File: src/rtl/display_serializer.sv
// rtl/display_serializer.sv - snapshot display registers and shift them out as a 64-bit framed serial word
//
// Ports:
//   clock, reset (async, active low)
//   load                      one-cycle strobe: capture the inputs below and send a frame
//   AVS/DAY/MAX/TIM/col/point mode and segment flags packed into the header byte
//   upper10..lower0001        six ASCII characters, sent in that order after the header
//   cs_n, sclk, sdata         3-wire link to the LCD controller, MSB first, data moves on sclk fall
//   busy                      frame in progress (start through end of inter-frame gap)
//   done                      one-cycle pulse coincident with cs_n rising
//   overrun                   sticky; a queued frame was overwritten before it was sent

module display_serializer #(
    parameter int CLK_DIV = 4
) (
    input  logic       clock,
    input  logic       reset,
    input  logic       load,
    input  logic       AVS,
    input  logic       DAY,
    input  logic       MAX,
    input  logic       TIM,
    input  logic       col,
    input  logic       point,
    input  logic [7:0] upper10,
    input  logic [7:0] upper01,
    input  logic [7:0] lower1000,
    input  logic [7:0] lower0100,
    input  logic [7:0] lower0010,
    input  logic [7:0] lower0001,
    output logic       cs_n,
    output logic       sclk,
    output logic       sdata,
    output logic       busy,
    output logic       done,
    output logic       overrun
);

    typedef enum logic [1:0] {IDLE, SHIFT_LO, SHIFT_HI, GAP} state_t;

    localparam logic [8:0] HALF_LAST = 9'(CLK_DIV - 1);
    localparam logic [8:0] GAP_LAST  = 9'(2 * CLK_DIV - 1);

    state_t      state, state_nx;
    logic [63:0] shreg, shreg_nx;
    logic [63:0] pend, pend_nx;
    logic        pend_vld, pend_vld_nx;
    logic [5:0]  bit_cnt, bit_cnt_nx;
    logic [8:0]  div_cnt, div_cnt_nx;
    logic        cs_n_nx, sclk_nx, busy_nx, done_nx, overrun_nx;

    logic [7:0]  hdr;
    logic [63:0] frame_in;

    assign hdr      = {2'b10, col, point, AVS, DAY, MAX, TIM};
    assign frame_in = {hdr, upper10, upper01, lower1000, lower0100, lower0010, lower0001,
                       hdr ^ upper10 ^ upper01 ^ lower1000 ^ lower0100 ^ lower0010 ^ lower0001};

    // The shift register's MSB is the line; it is zeroed at frame end so sdata idles low.
    assign sdata = shreg[63];

    always_comb begin
        state_nx    = state;
        shreg_nx    = shreg;
        pend_nx     = pend;
        pend_vld_nx = pend_vld;
        bit_cnt_nx  = bit_cnt;
        div_cnt_nx  = div_cnt;
        cs_n_nx     = cs_n;
        sclk_nx     = sclk;
        busy_nx     = busy;
        done_nx     = 1'b0;
        overrun_nx  = overrun;

        case (state)
            IDLE: begin
                if (pend_vld || load) begin
                    state_nx   = SHIFT_LO;
                    cs_n_nx    = 1'b0;
                    sclk_nx    = 1'b0;
                    bit_cnt_nx = 6'd63;
                    div_cnt_nx = 9'd0;
                    busy_nx    = 1'b1;
                    if (pend_vld) begin
                        // Queued frame goes first; a simultaneous load refills the queue.
                        shreg_nx    = pend;
                        pend_vld_nx = load;
                        if (load) pend_nx = frame_in;
                    end else begin
                        shreg_nx = frame_in;
                    end
                end
            end
            SHIFT_LO: begin
                if (div_cnt == HALF_LAST) begin
                    sclk_nx    = 1'b1;
                    div_cnt_nx = 9'd0;
                    state_nx   = SHIFT_HI;
                end else begin
                    div_cnt_nx = div_cnt + 9'd1;
                end
            end
            SHIFT_HI: begin
                if (div_cnt == HALF_LAST) begin
                    sclk_nx    = 1'b0;
                    div_cnt_nx = 9'd0;
                    if (bit_cnt == 6'd0) begin
                        cs_n_nx  = 1'b1;
                        shreg_nx = '0;
                        done_nx  = 1'b1;
                        state_nx = GAP;
                    end else begin
                        shreg_nx   = {shreg[62:0], 1'b0};
                        bit_cnt_nx = bit_cnt - 6'd1;
                        state_nx   = SHIFT_LO;
                    end
                end else begin
                    div_cnt_nx = div_cnt + 9'd1;
                end
            end
            GAP: begin
                if (div_cnt == GAP_LAST) begin
                    div_cnt_nx = 9'd0;
                    busy_nx    = 1'b0;
                    state_nx   = IDLE;
                end else begin
                    div_cnt_nx = div_cnt + 9'd1;
                end
            end
            default: state_nx = IDLE;
        endcase

        // Any load outside IDLE (including the last GAP cycle) lands in the queue.
        if (state != IDLE && load) begin
            pend_nx     = frame_in;
            pend_vld_nx = 1'b1;
            if (pend_vld) overrun_nx = 1'b1;
        end
    end

    always_ff @(posedge clock or negedge reset) begin
        if (!reset) begin
            state    <= IDLE;
            shreg    <= '0;
            pend     <= '0;
            pend_vld <= 1'b0;
            bit_cnt  <= 6'd0;
            div_cnt  <= 9'd0;
            cs_n     <= 1'b1;
            sclk     <= 1'b0;
            busy     <= 1'b0;
            done     <= 1'b0;
            overrun  <= 1'b0;
        end else begin
            state    <= state_nx;
            shreg    <= shreg_nx;
            pend     <= pend_nx;
            pend_vld <= pend_vld_nx;
            bit_cnt  <= bit_cnt_nx;
            div_cnt  <= div_cnt_nx;
            cs_n     <= cs_n_nx;
            sclk     <= sclk_nx;
            busy     <= busy_nx;
            done     <= done_nx;
            overrun  <= overrun_nx;
        end
    end

endmodule

File: config.mk
export PLATFORM = sky130hd
export DESIGN_NAME = display_serializer
export DESIGN_NICKNAME = d
export VERILOG_FILES = /design/src/rtl/display_serializer.sv
export SDC_FILE = /design/constraint.sdc
export NUM_CORES = 1
export LEC_CHECK = 0
export ABC_CLOCK_PERIOD_IN_PS = 4000
export CELL_PAD_IN_SITES_DETAIL_PLACEMENT = 1
export CELL_PAD_IN_SITES_GLOBAL_PLACEMENT = 1
export CORE_UTILIZATION = 40
export CTS_CLUSTER_DIAMETER = 80
export DETAILED_ROUTE_END_ITERATION = 7
export PLACE_DENSITY = 0.8
export SLEW_MARGIN = 20
export SYNTH_ARGS = -nofsm -noshare
export SYNTH_HDL_FRONTEND = slang
export SYNTH_SLANG_ARGS = --single-unit
File: constraint.sdc
create_clock -name clock -period 4 [get_ports clock]
set_clock_uncertainty 0.05 [all_clocks]
set_input_delay 0.6 -clock clock [delete_from_list [all_inputs] [get_ports clock]]
set_output_delay 0.6 -clock clock [all_outputs]
set_load 0.02 [all_outputs]
# Word-level counts from Yosys, hierarchy flattened

Cells that the tools add are included.

Output and inout port bits: 6
RAM bits: 0
Memories: 0
Register bits: 151
Bits in latches: 0
Bits in read-only memories: 0
Input bits: 57
Word-level logic and storage cells: 93

Reduce and logical (&&, ||, !) cells: 22
Bitwise operators: 6
$add $sub $neg: 2
Multipliers: 0
Multiplexer cells: 41
Order comparisons: 0
Div/mod/pow operators: 0
Shifts and indexed selects: 0
Equality and inequality tests: 11

Operator list:

| cell                | count |
|---|---|
| $mux 64             | 9 |
| $pmux 64 s2         | 1 |
| $xor 8x8->8         | 6 |
| $mux 9              | 3 |
| $pmux 9 s3          | 1 |
| $reduce_and 4->1    | 5 |
| $mux 6              | 3 |
| $mux 1              | 14 |
| $reduce_bool 2->1   | 7 |
| $ne 2x2->1 const B  | 6 |
| $pmux 6 s2          | 1 |
| $mux 2              | 5 |
| $add 9x1->9 const B | 1 |
| $eq 9x2->1 const B  | 1 |
| $eq 9x3->1 const B  | 1 |
| $pmux 2 s4          | 1 |
| $logic_not 6->1     | 1 |
| $reduce_and 3->1    | 2 |
| $sub 6x1->6 const B | 1 |
| $eq 2x2->1 const B  | 2 |
| $pmux 1 s2          | 2 |
| $reduce_and 2->1    | 2 |
| $pmux 1 s3          | 1 |
| $reduce_bool 3->1   | 1 |
| 5 further kinds     | 5 |

# Logic depth before layout (Yosys ltp)

Gate-level depths: netlist of run 1.

Depth in word-level cells: 11
Mapped depth: 10
Depth with buffers taken out: 6

# Worst setup path before layout of run 1

No wires, ideal clock.

Path kind: reg-to-reg
Start point: register state[0]
End point: register shreg[14]
Arrival: 2111 ps
Required time: 3823 ps
Path buffers: 4
Path slack: 1712 ps
Stages on the path, launching flop included: 11
Setup time: 127 ps
Period minus slack after synthesis: 2288 ps
Cell sequence: dfrtp_1 -> inv_1 -> ha_1 -> buf_2 -> or3b_1 -> clkbuf_1 -> nand2_1 -> nand2_1 -> buf_4 -> buf_6 -> mux2_1

Cells in the longest elaborated chain, start to end: 3
Elaborated cells between the ends (all ways): 7
Classes of those cells: eq/ne: 3; mux: 1; reduce/logical: 3

RTL lines:

| element                                                                 | RTL line | RTL |
|---|---|---|
| start: declaration                                                      | 44       | `state_t state, state_nx;` |
| start signal: assignment                                                | 155      | `state <= state_nx;` |
| $eq 2x2->1 / $logic_not 2->1 (equally long branches)                    | 75       | `case (state)` |
| $ne 2x2->1 (no source line) / $reduce_bool 2->1 (equally long branches) | --       |  |
| $reduce_and 3->1 (no source line)                                       | --       |  |
| end signal: assignment                                                  | 156      | `shreg <= shreg_nx;` |
| end: declaration                                                        | 45       | `logic [63:0] shreg, shreg_nx;` |

Parallel ways exist; a longest one is shown, timed or not.
A chain may end at the register's enable or synchronous reset.

# Worst setup path after layout of run 1

Start point: register state[0]
End point: register shreg[5]

Same word-level chain as after synthesis.

==> results of run 1 <==
-- through the flow --
| step | total power, uW | cell area (sq um) | hold WS, ns | setup slack [ns] | utilization [%] |
|---|---|---|---|---|---|
| final | 3591 | 9398 | 0.2186 | 1.048 | 48.13 |
| after global routing | 3727 | 9398 | 0.2807 | 0.8460 | 48.13 |
| after detailed placement | 2109 | 8857 | 0.4116 | 1.035 | 45.36 |
| after global placement | 2078 | 8857 | 0.4050 | 1.121 | 45.36 |
| after floorplan | 1905 | 7995 | 0.2544 | 1.712 | - |
| after CTS | 3623 | 9398 | 0.2700 | 1.076 | 48.13 |
-- sequential cells by signal (all words and copies together) (netlist names) --
register  flops
done          1
busy          1
div_cnt       9
pend_vld      1
shreg        64
cs_n          1
bit_cnt       6
overrun       1
sclk          1
state         2
pend         63
-- cells by family (layout without fill, tap and decap cells) --
kind of cell	Yosys count	after routing	synth area share, %
muxes	179	179	24.26
DFF	150	150	46.96
AOI/OAI and AO/OA	110	110	9.327
buffers and inverters	61	113	3.458
adders and majority gates	7	7	1.095
and+or+nand+nor	144	144	8.764
xor gates and xnor gates	34	34	6.134
-- power breakdown --
group / internal [uW] / leakage [uW] / switching [uW] / total (uW)
sequential: 1600 / 0.00187 / 48.2 / 1650
combinational: 237 / 0.00223 / 195 / 433
clock: 877 / 0.000268 / 631 / 1510
total: 2720 / 0.00437 / 874 / 3590
-- metal layers --
layer	part of all wire, %	global-route usage [%]	up-vias	routed length [um]
met3	3.8	3.965	29	798
met2	50	35.82	115	10450
met5	0	0	-	0
met1	44	28.38	2924	9074
met4	2.3	8.959	0	475
li1	-	-	2592	-
-- area by class of cell --
cell class                 instances  area (sq um)
clock buffer                      21         460.4
clock inverter                     9         80.08
fill                            2087         10130
inverter                          10         37.54
multi-input combinational        474          3988
sequential                       150          3759
tap                              265         331.6
timing repair buffer              73         742.0
-- worst max-delay path: stages (launching register included) --
cell and delay (ns):
dfrtp_1 0.42, inv_1 0.20, ha_4 0.40, buf_4 0.78
nand2_1 0.13, a21oi_1 0.26, a2111oi_0 0.12, nor4_1 0.42
-- how the worst min path moves through the flow --
stage | to | cells after the start | slack (ns) | startpoint
final | pend[28] | 1 | 0.22 | reset
after global routing | pend[36] | 1 | 0.28 | reset
after CTS | pend[36] | 1 | 0.27 | reset
after detailed placement | pend[63] | 1 | 0.41 | pend[63]
after global placement | pend[63] | 1 | 0.40 | pend[63]
after floorplan | bit_cnt[0] | 0 | 0.25 | reset
-- cell usage in the layout (no fill, tap or decap), types with 3 or more instances in the layout --
cell,n
mux2_2,79
nand2_1,78
clkbuf_16,17
mux2_1,39
a21oi_1,13
xnor3_1,14
nand3_1,9
a22o_1,7
o22ai_1,55
buf_4,8
o21ai_0,5
mux2i_1,61
a2111oi_0,11
dfrtp_1,148
xnor2_1,16
nor2_1,17
nor4_1,7
inv_1,9
ha_1,6
o31ai_1,4
buf_12,3
clkdlybuf4s50_1,61
xor2_1,4
clkinv_2,5
nor3_1,8
==> flow_summary.toml, run 1 <==
[outcome]
status = "completed"

[clock_network]
clockBufferDepth = 2
worstSkewPairLatency_ns = 0.43
ctsHoldBuffers = 0
htree_levels = 4
clk_pin_slew_worst_paths_ns = 0.06
cts_setup_buffers = 0
cts_resized = 0
cts_made_buffers = 17
clock_tree.root_cell = "clkbuf_16"
cts_tree = "built"
cts_sinks = 150

[sta]
rsz0062_at_grt = "false"
finalMaxSlewViolations = 0
fin_crit_ns = 2.952
slew_headroom_pct = 25.44
tightestPinTransition_ns = 1.118
timing_hold_violations_final = 0
fin_crit_sh_pct = 73.81
setup_viol = 0
fmax_mhz = 338.7
fin_tns_setup_ns = 0

[placement]
io_buffers = 62
hpwl_mm = 13.86
dp_cells = 972
gp_congestion = 0.8125

[synth]
synth-seq-cells = 150
yosys.area.top_type_share_pct = 46.64
ys_seq_area_share_pct = 46.96
ys_types = 57
yosysMostFrequentCell = "dfrtp_1"
synth_ff_type = "dfrtp_1"
synth_area_leader_cell = "dfrtp_1"
ys_top_cells_by_area = "dfrtp_1 47%, mux2_2 11%, mux2i_1 7.6%"
ys.warnings.count = 0
synth_common_cells = "149 x dfrtp_1, 79 x mux2_2, 79 x nand2_1"
synthArstFlopShare_pct = 100.0
syn_avg_cell_area_sq_um = 11.67
synthCells = 685
synth_edf_count = 0
synth.cell_area_sq_um = 7995
synth_nets = 749

[floorplan]
die_area_sq_um = 20560
ioPinCount = 63
initial_utilization_pct = 40.95
fp.dieH_um = 143.4
fp-row-count = 51
core_sq_um = 19530
die_x_um = 143.4

[setup_path]
startpoint_type = "flip-flop"
crit_path_end_kind = "flip-flop"
critical_path.max_fanout = 92
crit_end = "shreg[5]"
reg2reg_from = "state[0]"
critPathKind = "flip-flop to flip-flop"
worstPathArrival_ns = 3.20
required_ns = 4.24
rr_endpoint = "shreg[5]"
reg2reg_slack_ns = 1.05
startpoint = "state[0]"
reg2reg_depth = 7

[worst_hold_path]
hold_path_class = "primary input to async pin"

[global_routing]
overflow = 0
antenna_found_initial = 0
grt_max_degree = 99
grt_pass1_wl_mm = 33.53
grt_pass1_vias = 6097
track_usage_pct = 21.82

[job]
cap_violations = 0

[routing]
drtIter0Drc = 322
drtAntennaViolNets = 0
dr.pass1.iters = 4
avgRoutedWirePerCell_um = 20.76
wirelength_mm = 20.80
drcViolationCount = 0
vias = 5660
vias_per_cell = 5.649

[final_layout]
drive_gt1_share_pct = 17.91
nets = 790
layout.cells.non_filler = 1002
n_antenna_cell = 0
syn2layout_area_growth_pct = 17.54

[pwr]
ir_drop_mv = 0.2500
leakage_uw = 0.004369
power.density_nw_per_um2 = 382.2
No activity file was read; power rests on OpenSTA's default activity.
==> run 2, diff against run 1 <==
--- a/config.mk
+++ b/config.mk
@@ -5,7 +5,7 @@
 export SDC_FILE = /design/constraint.sdc
 export NUM_CORES = 1
 export LEC_CHECK = 0
-export ABC_CLOCK_PERIOD_IN_PS = 4000
+export ABC_CLOCK_PERIOD_IN_PS = 3020
 export CELL_PAD_IN_SITES_DETAIL_PLACEMENT = 1
 export CELL_PAD_IN_SITES_GLOBAL_PLACEMENT = 1
 export CORE_UTILIZATION = 40
==> constraint.sdc (replaced) <==
create_clock -name clock -period 3.02 [get_ports clock]
set_clock_uncertainty 0.05 [all_clocks]
set_input_delay 0.453 -clock clock [delete_from_list [all_inputs] [get_ports clock]]
set_output_delay 0.453 -clock clock [all_outputs]
set_load 0.02 [all_outputs]
==> run 2 against run 1 <==
Against the previous run: combinational power is 32% higher; fmax is 11% higher; critical path depth is 1 lower; total power is 38% higher; sequential share of layout area is 0.57 points lower; design area is 1.5% higher; critical path type unchanged; largest cell class unchanged.
==> flow_summary.toml, run 2 (synthesis gave the netlist of run 1 again) <==
[outcome]
status = "completed"

[setup_path]
worstPathArrival_ns = 2.88
startpoint_type = "flip-flop"
path_cells = "ha_1, nor4b_2, nand4_1, buf_4, a2111oi_0, nor4_1"
cpPeakStageDelay_ns = 0.53
critPathKind = "flip-flop to flip-flop"
required_ns = 3.25
critical_path.max_fanout = 17
cp_slowest_cell = "a2111oi_0"
crit_path_end_kind = "flip-flop"

[global_routing]
grt_max_degree = 71
overflow = 0
antenna_found_initial = 0
grt_pass1_vias = 6112
grt_pass1_wl_mm = 33.38
track_usage_pct = 21.49

[clock_network]
htree_levels = 4
clockBufferDepth = 2
cts_resized = 0
cts_made_buffers = 17
worstSkewPairLatency_ns = 0.42
cts_setup_buffers = 0
cts_sinks = 150
cts_tree = "built"
clock_tree.root_cell = "clkbuf_16"
clk_pin_slew_worst_paths_ns = 0.06
ctsHoldBuffers = 1

[sta]
fin_crit_sh_pct = 87.77
fin_crit_ns = 2.651
tightestPinTransition_ns = 1.062
fin_tns_setup_ns = 0
fmax_mhz = 377.3
slew_headroom_pct = 29.19
finalMaxSlewViolations = 0
timing_hold_violations_final = 0
setup_viol = 0
rsz0062_at_grt = "false"

[placement]
gp_congestion = 0.8012
io_buffers = 62
hpwl_mm = 13.90

[final_layout]
syn2layout_area_growth_pct = 19.25
fin_util_pct = 48.83
largest_reg_flops = 64
nets = 796
largest_register = "shreg"
layout.cells.most_common = "dfrtp_1"
n_antenna_cell = 0
largestRegisters = "shreg (64), pend (63), div_cnt (9)"
drive_gt1_share_pct = 18.82
mostFrequentLayoutCells = "148 x dfrtp_1, 79 x mux2_2, 78 x nand2_1"

[routing]
wirelength_mm = 20.72
vias = 5633
drcViolationCount = 0
drtIter0Drc = 215
vias_per_cell = 5.583
dr.pass1.iters = 4
avgRoutedWirePerCell_um = 20.54
drtAntennaViolNets = 0

[job]
cap_violations = 0

[pwr]
power.density_nw_per_um2 = 518.3
ir_drop_mv = 0.3893
leakage_uw = 0.004435

[floorplan]
die_area_sq_um = 20560
core_sq_um = 19530
fp-row-count = 51
fp.dieH_um = 143.4
ioPinCount = 63
initial_utilization_pct = 40.95
die_x_um = 143.4

[worst_hold_path]
hold_path_class = "flip-flop to flip-flop"
## run 2: cell count changes in the layout (fill, tap and decap cells not counted)
cell and delta:
buf_12 +2, clkbuf_1 -2, clkinv_2 -1, clkinv_4 -1, clkinvlp_4 +1, bufinv_16 +2
buf_4 +3, dlygate4sd3_1 +1, inv_6 +2
## run 2: worst paths after layout
| kind | slack [ns] | start | end | cells after the start |
|---|---|---|---|---|
| min in group asynchronous | 0.51 | reset | pend[37] | 2 |
| setup / recovery | 0.37 | div_cnt[0] | shreg[4] | 6 |
| hold / removal | 0.44 | shreg[28] | shreg[28] | 1 |
| hold reg to reg | 0.44 | shreg[28] | shreg[28] | 1 |
| setup reg to reg | 0.37 | div_cnt[0] | shreg[4] | 6 |
| max in group asynchronous | 1.67 | reset | cs_n | 3 |
## run 2: worst max-delay path: cells and delay by family (launching register included)
family          cells  cell delay (ns)
simple gates        3             0.92
compound gates      1             0.53
flops               1             0.39
buf+inv             1             0.32
fa+ha+maj           1             0.28
## run 2: power by group
part           leakage, uW  switching (uW)  internal (uW)
registers          0.00187            59.4           2120
clock network     0.000295             848           1340
logic              0.00226             255            317
total              0.00443            1160           3780
## run 2: area by class of cell
type,count,area (sq um)
flip-flops and latches,150,3759
fillers,2070,9992
well taps,265,331.6
repair buffers,79,814.5
multi-input cells,474,3988
inverters,10,37.54
clock buffers,19,452.9
clock inverters,12,151.4
## run 2: through the flow
| stage | total power, uW | instance area [sq um] | worst slack, ns | hold WS, ns | instances |
|---|---|---|---|---|---|
| 2_1_floorplan | 2524 | 7995 | 0.7315 | 0.1074 | 685 |
| 6_report | 4941 | 9534 | 0.3694 | 0.4382 | 1009 |
| 4_1_cts | 4980 | 9534 | 0.3888 | 0.4413 | 1009 |
| 3_3_place_gp | 2752 | 8920 | 0.4600 | 0.3995 | 977 |
| 5_1_grt | 5106 | 9534 | 0.1694 | 0.4586 | 1009 |
| 3_5_place_dp | 2785 | 8920 | 0.2918 | 0.4229 | 977 |
## run 2: metal layers
metal | wire length [um] | part of all wire (%) | up-vias | track usage (%)
met3 | 826 | 4.0 | 21 | 4.898
met5 | 0 | 0 | - | 0
met4 | 303 | 1.5 | 0 | 6.383
met2 | 10550 | 51 | 96 | 36.64
li1 | - | - | 2599 | -
met1 | 9047 | 44 | 2917 | 27.08
